==> config.mk <==
export PLATFORM = sky130hd
export DESIGN_NAME = hamming_enc_pipe_flat
export DESIGN_NICKNAME = d
export VERILOG_FILES = /design/src/rtl/hamming_enc_pipe_if.sv /design/src/rtl/hamming_enc_pipe.sv /design/src/flat_wrapper.sv
export SDC_FILE = /design/constraint.sdc
export NUM_CORES = 2
export LEC_CHECK = 0
export ABC_AREA = 1
export CORE_AREA = 4 4 421 423
export CTS_CLUSTER_DIAMETER = 120
export DETAILED_ROUTE_END_ITERATION = 10
export DIE_AREA = 0 0 425 427
export GPL_TIMING_DRIVEN = 0
export MAX_ROUTING_LAYER = met4
export REMOVE_ABC_BUFFERS = 1
export SETUP_SLACK_MARGIN = 0.2
export SLEW_MARGIN = 10
export SYNTH_ARGS = -nofsm -noshare
export SYNTH_HDL_FRONTEND = slang
export SYNTH_SLANG_ARGS = --single-unit
==> constraint.sdc <==
create_clock -name i_clk -period 76.7 [get_ports i_clk]
set_clock_uncertainty 0.15 [all_clocks]
set_input_delay 11.505 -clock i_clk [delete_from_list [all_inputs] [get_ports i_clk]]
set_output_delay 11.505 -clock i_clk [all_outputs]
set_load 0.1 [all_outputs]
==> src/rtl/hamming_enc_pipe_if.sv <==
// hamming_enc_pipe_if: producer/consumer handshake, data and error-injection signals of the Hamming encoder
interface hamming_enc_pipe_if #(
    parameter int DW = 512,
    parameter int PW = 10,
    parameter int CW = 32
);
    logic          i_valid;
    logic          o_ready;
    logic [DW-1:0] i_data;
    logic          o_valid;
    logic          i_ready;
    logic [DW-1:0] o_data;
    logic [PW-1:0] o_parity;
    logic          i_inj_arm;
    logic [PW-1:0] i_inj_pos;
    logic          o_inj_pend;
    logic [CW-1:0] o_word_cnt;
    modport master (
        output i_valid, i_data, i_ready, i_inj_arm, i_inj_pos,
        input  o_ready, o_valid, o_data, o_parity, o_inj_pend, o_word_cnt
    );
    modport slave (
        input  i_valid, i_data, i_ready, i_inj_arm, i_inj_pos,
        output o_ready, o_valid, o_data, o_parity, o_inj_pend, o_word_cnt
    );
endinterface

==> src/rtl/hamming_enc_pipe.sv <==
// hamming_enc_pipe: two-stage flow-controlled Hamming SEC encoder with one-shot single-bit error injection
module hamming_enc_pipe #(
    parameter int DW   = 512,
    parameter int PW   = 10,
    parameter int NSEG = 4,
    parameter int CW   = 32
) (
    input logic i_clk,
    input logic i_rst,
    hamming_enc_pipe_if.slave bus
);
    localparam int SEG = DW / NSEG;
    typedef logic [PW-1:0][DW-1:0] mask_t;
    // MASK[k][j] is bit k of the codeword position that holds data bit j
    function automatic mask_t gen_masks();
        mask_t m;
        int p;
        m = '0;
        p = 2;
        for (int j = 0; j < DW; j++) begin
            p++;
            while ((p & (p - 1)) == 0) p++;
            for (int k = 0; k < PW; k++) m[k][j] = 1'((p >> k) & 1);
        end
        return m;
    endfunction
    localparam mask_t MASK = gen_masks();
    logic                    in_fire, out_fire, s2_load, tag, pend, pos_pow, pos_data;
    logic [PW-1:0]           pos, s1_pos, par, pflip;
    logic                    s1_valid, s1_inj;
    logic [DW-1:0]           s1_data, dflip;
    logic [NSEG-1:0][PW-1:0] part, s1_part;
    int                      lg;
    assign s2_load        = !bus.o_valid || bus.i_ready;
    assign bus.o_ready    = !s1_valid || s2_load;
    assign in_fire        = bus.i_valid && bus.o_ready;
    assign out_fire       = bus.o_valid && bus.i_ready;
    // an arm coinciding with a handshake re-arms for the following word instead of tagging this one
    assign tag            = in_fire && pend && !bus.i_inj_arm;
    assign bus.o_inj_pend = pend;
    always_comb begin
        part = '0;
        for (int s = 0; s < NSEG; s++)
            for (int k = 0; k < PW; k++)
                part[s][k] = ^(bus.i_data[s*SEG +: SEG] & MASK[k][s*SEG +: SEG]);
    end
    always_comb begin
        par = '0;
        lg  = 0;
        for (int s = 0; s < NSEG; s++) par = par ^ s1_part[s];
        for (int k = 0; k < PW; k++) if (s1_pos[k]) lg = k;
        pos_pow  = (s1_pos != '0) && ((s1_pos & (s1_pos - PW'(1))) == '0);
        pos_data = (s1_pos != '0) && !pos_pow && (int'(s1_pos) <= DW + PW);
        pflip    = (s1_inj && pos_pow) ? s1_pos : '0;
        // data bit index = position minus the parity slots at or below it, minus one
        dflip    = (s1_inj && pos_data) ? DW'(1) << (int'(s1_pos) - lg - 2) : '0;
    end
    always_ff @(posedge i_clk or posedge i_rst) begin
        if (i_rst) begin
            pend <= 1'b0;
            pos  <= '0;
        end else if (bus.i_inj_arm) begin
            pend <= 1'b1;
            pos  <= bus.i_inj_pos;
        end else if (in_fire) begin
            pend <= 1'b0;
        end
    end
    always_ff @(posedge i_clk or posedge i_rst) begin
        if (i_rst) begin
            s1_valid <= 1'b0;
            s1_data  <= '0;
            s1_part  <= '0;
            s1_inj   <= 1'b0;
            s1_pos   <= '0;
        end else if (bus.o_ready) begin
            s1_valid <= bus.i_valid;
            if (bus.i_valid) begin
                s1_data <= bus.i_data;
                s1_part <= part;
                s1_inj  <= tag;
                s1_pos  <= pos;
            end
        end
    end
    always_ff @(posedge i_clk or posedge i_rst) begin
        if (i_rst) begin
            bus.o_valid    <= 1'b0;
            bus.o_data     <= '0;
            bus.o_parity   <= '0;
            bus.o_word_cnt <= '0;
        end else begin
            if (s2_load) begin
                bus.o_valid <= s1_valid;
                if (s1_valid) begin
                    bus.o_data   <= s1_data ^ dflip;
                    bus.o_parity <= par ^ pflip;
                end
            end
            if (out_fire) bus.o_word_cnt <= bus.o_word_cnt + CW'(1);
        end
    end
endmodule

==> src/flat_wrapper.sv <==
// flat-port wrapper written by rule: the top's interface ports become plain ports
module hamming_enc_pipe_flat 
#(
    parameter int DW   = 512,
    parameter int PW   = 10,
    parameter int NSEG = 4,
    parameter int CW   = 32
)
  (i_clk, i_rst, bus_i_valid, bus_i_data, bus_i_ready, bus_i_inj_arm, bus_i_inj_pos, bus_o_ready, bus_o_valid, bus_o_data, bus_o_parity, bus_o_inj_pend, bus_o_word_cnt);
  hamming_enc_pipe_if #(.DW(DW), .PW(PW), .CW(CW)) bus_i ();
  input logic i_clk;
  input logic i_rst;
  input wire logic [$bits(bus_i.i_valid)-1:0] bus_i_valid;
  input wire logic [$bits(bus_i.i_data)-1:0] bus_i_data;
  input wire logic [$bits(bus_i.i_ready)-1:0] bus_i_ready;
  input wire logic [$bits(bus_i.i_inj_arm)-1:0] bus_i_inj_arm;
  input wire logic [$bits(bus_i.i_inj_pos)-1:0] bus_i_inj_pos;
  output wire logic [$bits(bus_i.o_ready)-1:0] bus_o_ready;
  output wire logic [$bits(bus_i.o_valid)-1:0] bus_o_valid;
  output wire logic [$bits(bus_i.o_data)-1:0] bus_o_data;
  output wire logic [$bits(bus_i.o_parity)-1:0] bus_o_parity;
  output wire logic [$bits(bus_i.o_inj_pend)-1:0] bus_o_inj_pend;
  output wire logic [$bits(bus_i.o_word_cnt)-1:0] bus_o_word_cnt;
  assign bus_i.i_valid = bus_i_valid;
  assign bus_i.i_data = bus_i_data;
  assign bus_i.i_ready = bus_i_ready;
  assign bus_i.i_inj_arm = bus_i_inj_arm;
  assign bus_i.i_inj_pos = bus_i_inj_pos;
  assign bus_o_ready = bus_i.o_ready;
  assign bus_o_valid = bus_i.o_valid;
  assign bus_o_data = bus_i.o_data;
  assign bus_o_parity = bus_i.o_parity;
  assign bus_o_inj_pend = bus_i.o_inj_pend;
  assign bus_o_word_cnt = bus_i.o_word_cnt;
  hamming_enc_pipe #(.DW(DW), .PW(PW), .NSEG(NSEG), .CW(CW)) u_core (.i_clk(i_clk), .i_rst(i_rst), .bus(bus_i));
endmodule
=== Word-level counts from Yosys, hierarchy flattened ===
Index checks and enable logic that the tools add are counted.

* Flip-flop bits (word level): 1126
* Input bits: 527
* Output and inout port bits: 557
* Word-level logic and storage cells: 94

* $add $sub $neg: 4
* Magnitude comparators: 1
* Shifts and indexed selects: 1
* Muxes and demuxes: 13
* Bitwise logic cells: 6
* Reduce and logical (&&, ||, !) cells: 55

{| class="wikitable"
|+ Operator list
! cell !! number
|-
| parity 128 bit || 35
|-
| two-way mux 512 bit || 1
|-
| left shift 1 x 32 -> 512 bit (first input constant) || 1
|-
| bitwise XOR 512 bit || 1
|-
| two-way mux 32 bit || 8
|-
| adder 32 x 1 -> 32 bit (second input constant) || 1
|-
| subtractor 11 x 32 -> 32 bit || 1
|-
| subtractor 32 x 3 -> 32 bit (second input constant) || 1
|-
| bitwise XOR 10 bit || 2
|-
| bitwise AND 10 bit || 1
|-
| <= comparator 10 bit (second input constant) || 1
|-
| zero test 10 bit || 1
|-
| two-way mux 10 bit || 1
|-
| nonzero test 10 bit || 1
|-
| subtractor 10 x 1 -> 10 bit (second input constant) || 1
|-
| bitwise XOR 10 x 9 -> 10 bit || 1
|-
| logical AND 1 bit || 9
|-
| bitwise XOR 8 x 9 -> 9 bit || 1
|-
| zero test 1 bit || 4
|-
| AND reduction 2 bit || 2
|-
| two-way mux 1 bit || 3
|-
| logical OR 1 bit || 2
|-
| nonzero test 2 bit || 1
|}

=== Depth between registers and ports, before layout ===
* Depth in word-level cells: 14
* Mapped depth: 25
* Gate-level depth less buffers: 25

=== Worst setup path before layout ===
OpenSTA, ideal clock, no wires.

* Path type: input-to-output
* Start point: in bus_i_ready
* End point: out bus_o_ready
* Arrival: 12.313 ns
* Required time: 65.045 ns
* Slack: 52.732 ns
* Cell stages on the path: 2
* Path buffers: 0
* Cell sequence: inv_1 -> nand3_1

* Cells in the longest elaborated chain, start to end: 2

{| class="wikitable"
|+ RTL lines
! item !! RTL line !! RTL
|-
| start, declared || flat_wrapper.sv:15 || <nowiki>input wire logic [$bits(bus_i.i_ready)-1:0] bus_i_ready;</nowiki>
|-
| logical OR 1 bit || hamming_enc_pipe.sv:34 || <nowiki>assign s2_load = !bus.o_valid || bus.i_ready;</nowiki>
|-
| logical OR 1 bit || hamming_enc_pipe.sv:35 || <nowiki>assign bus.o_ready = !s1_valid || s2_load;</nowiki>
|-
| end, declared || flat_wrapper.sv:18 || <nowiki>output wire logic [$bits(bus_i.o_ready)-1:0] bus_o_ready;</nowiki>
|}

Every way passes these cells.

=== Worst setup path after layout ===
Same ends and word-level chain as after synthesis.

==> results.md <==
* HP Class: reg -> reg
* Vias per std cell at 5.39
* # port buffers at 1083
* Startpoint types: input port
* Reg clk slew, reported paths at 0.05 ns
* Cell area power density at 36.8 nW/µm²
* Hold Buf Count CTS at 0
* Final antenna-violating net count at 0
* Final WL at 326 mm
* Synth Warn # at 0
* Slew HR at 12.6%
* CORE AREA at 173000 µm²
* RSZ-0062 raised after global routing: no
* Final setup violation count at 0
* Hold Crit Start: u_core.bus.o_data[43]$_DFFE_PP0P_
* H-tree levels at 4
* Final non-filler cell total at 13800
* Crit Path Max Fanout at 3
* Vias at 74200
* Slew Viols, Final at 0
* Clk sinks at 1125
* I/O pin count at 1084
* Area Growth Syn to Fin at 26.4%
* DR pass1 iterations at 7
* Number of global-route vias before repair at 68900
* Status: completed
* Post-CTS sizing at 0
* Bufs on Longest Clock Path at 3
* Gr ovfl total at 0
* Post-Syn Area at 72100 µm²
* Gpl congestion at 0.931
* HPWL after detailed placement at 248 mm
* Sequential share of the synthesized area at 39.0%
* Met2 Use GR at 55.6%
* FMAX at 0.0400 GHz
* DRC viols at 0
* Final Cycle Share at 32.6%
* Post-CTS Setup Bufs at 0
* Cts bufs inserted at 143
* Hold path depth at 2
* Share of post-route cells with drive strength above 1 at 4.27%
* Reg2reg setup slack at 70.69 ns
* Num rows at 153
* Setup TNS at 0 ns
* Distinct cells, synth at 39
* Slew @ Worst Pin at 1.31 ns
* Global Route Usage Sum at 35.8%
* Mapped Cells at 10400
* First-pass GRT wire length at 465 mm
* GR Util met1 at 41.8%
* Die area at 181000 µm²
* GR met3 Demand/Resource at 7.19%
* Reg2reg path depth at 24
* Crit Path Class: in -> out
* Endpoint of the worst hold path: u_core.bus.o_data[43]$_DFFE_PP0P_
* Initial core utilization at 41.6%
* Required @ worst endpoint at 65.04 ns
* Die W at 425 µm
* Final #Nets at 11800
* R2R Path Start: u_core.s1_pos[3]$_DFFE_PP0P_
* Largest net degree at the start of global routing at 151
* Initial DRC Count at 7224
* Peak supply drop at 0.0313 mV
* Syn Area/Cell at 6.92 µm²
* Max_cap viols at 0
* TritonCTS clock tree: built
* Final hold violation count at 0
* CTS root buf: clkbuf_16
* CP Capture Type: primary output
* Final min period at 25.00 ns
* DP Cell Count at 13400
* Routed len/inst at 23.7 µm
* Reg-to-reg endpoint: u_core.bus.o_data[60]$_DFFE_PP0P_
* Leakage power at 44.8 nW
* Chip height at 427 µm
* GR peak layer: met2
* Synth Register Bits at 1125
* Clk Latency, worst-skew pair at 0.82 ns
* Initial antenna violation count at 119
* Critical Path AT at 13.35 ns
==> worst max-delay path by stage <==
stage,startpoint,to,slack (ns),cells after the start
3_3_place_gp,bus_i_ready,u_core.bus.o_data[52]$_DFFE_PP0P_,2.90,7
3_5_place_dp,bus_i_ready,bus_o_ready,51.70,4
5_1_grt,bus_i_ready,bus_o_ready,51.64,4
6_report,bus_i_ready,bus_o_ready,51.70,4
4_1_cts,bus_i_ready,bus_o_ready,51.70,4
2_1_floorplan,i_rst,u_core.bus.o_data[0]$_DFFE_PP0P_,33.36,1
==> power by group <==
group	internal (mW)	switching [mW]	total, mW
Sequential	0.729	0.110	0.838
Combinational	0.426	1.39	1.82
Clock	0.409	0.289	0.698
Total	1.56	1.79	3.35
==> final cells by class <==
cell class              instances  area (µm²)
diodes                        119         298
clock buffers                 210        4230
clock inverters                41         509
fillers                     16900       82300
inverters                    1058        4010
multi-input cells            7714       38000
flip-flops and latches       1125       28200
well taps                    2325        2910
repair buffers               1175       13100
==> flip-flops by register name, summed over array words and instances (netlist names) <==
signal,cells
u_core.s1_valid,1
u_core.s1_inj,1
u_core.bus.o_parity,10
u_core.bus.o_data,512
u_core.pos,10
u_core.bus.o_valid,1
u_core.s1_part,35
u_core.s1_pos,10
u_core.bus.o_word_cnt,32
u_core.bus.o_inj_pend,1
u_core.s1_data,512
==> layout by cell type (no fill, tap or decap), types with 6 or more instances in the layout <==
cell | Yosys | final
nand2_1 | 4065 | 4063
nand3_1 | 1263 | 1263
dfrtp_1 | 1125 | 1125
clkdlybuf4s50_1 | 0 | 1082
inv_1 | 1049 | 1046
nand4_1 | 592 | 592
xnor2_1 | 555 | 554
o21ai_0 | 552 | 552
xor2_1 | 341 | 338
clkbuf_16 | 0 | 147
nor2_2 | 130 | 130
nor2_1 | 124 | 124
diode_2 | 0 | 119
buf_16 | 0 | 53
buf_12 | 0 | 36
clkbuf_1 | 305 | 32
clkbuf_8 | 0 | 31
clkinv_2 | 0 | 23
a21oi_1 | 18 | 18
nor2_4 | 10 | 10
ha_1 | 10 | 10
nand3b_1 | 9 | 9
or2_2 | 8 | 8
bufinv_16 | 0 | 8
nor3_1 | 7 | 7
nand2b_1 | 6 | 6
==> synth_stat cells, drive strengths merged <==
cell type / number / share of area [%]
a21boi: 1 / 0.016
o31ai: 2 / 0.021
nand3b: 9 / 0.094
nand4: 592 / 5.1
o21bai: 2 / 0.021
o22ai: 1 / 0.0087
o211ai: 1 / 0.010
nand2: 4067 / 21
a21oi: 18 / 0.12
a31oi: 1 / 0.0087
nor3b: 2 / 0.035
nand2b: 6 / 0.052
clkbuf: 306 / 1.6
xnor3: 1 / 0.031
xnor2: 555 / 6.7
nor4: 2 / 0.017
xor2: 341 / 4.1
inv: 1056 / 5.5
nor3: 9 / 0.076
clkinv: 2 / 0.010
and2: 4 / 0.035
dfrtp: 1125 / 39
nor2: 264 / 1.9
nand3: 1263 / 8.8
o21a: 1 / 0.010
a41oi: 1 / 0.012
fa: 1 / 0.028
buf: 214 / 1.3
or2: 8 / 0.069
ha: 10 / 0.17
o21ai: 552 / 3.8
==> per-stage QoR <==
step | cell area, µm² | hold slack (ns) | utilization (%) | setup WS (ns) | power, mW
floorplan | 70000 | 0.302 | - | 33.36 | 2.02
global route | 91100 | 0.345 | 52.5 | 51.64 | 3.49
CTS | 90800 | 0.329 | 52.4 | 51.70 | 3.35
finish | 91100 | 0.324 | 52.6 | 51.70 | 3.35
detailed placement | 86100 | 0.314 | 49.7 | 51.70 | 2.64
global placement | 83800 | 0.311 | 48.3 | 2.90 | 2.61
==> routing by layer <==
layer  vias up  part of all wire (%)
met5         -                     0
met4         0                   7.6
met3       731                   7.3
met2      3053                    46
met1     35500                    39
li1      34900                     -
==> cell families after synthesis <==
group | synth area share [%]
flip-flops | 39.0
buffers and inverters | 8.42
AND/OR/NAND/NOR | 37.4
adder cells (fa/ha/maj) | 0.201
XOR/XNOR | 10.9
AO/OA/AOI/OAI | 4.06
==> worst max-delay path, cell delays in order <==
cell             delay, ns
clkdlybuf4s50_1       0.48
inv_1                 0.05
nand3_1               0.14
clkdlybuf4s50_1       1.17
Note: power is estimated with default switching activity, not from simulation.
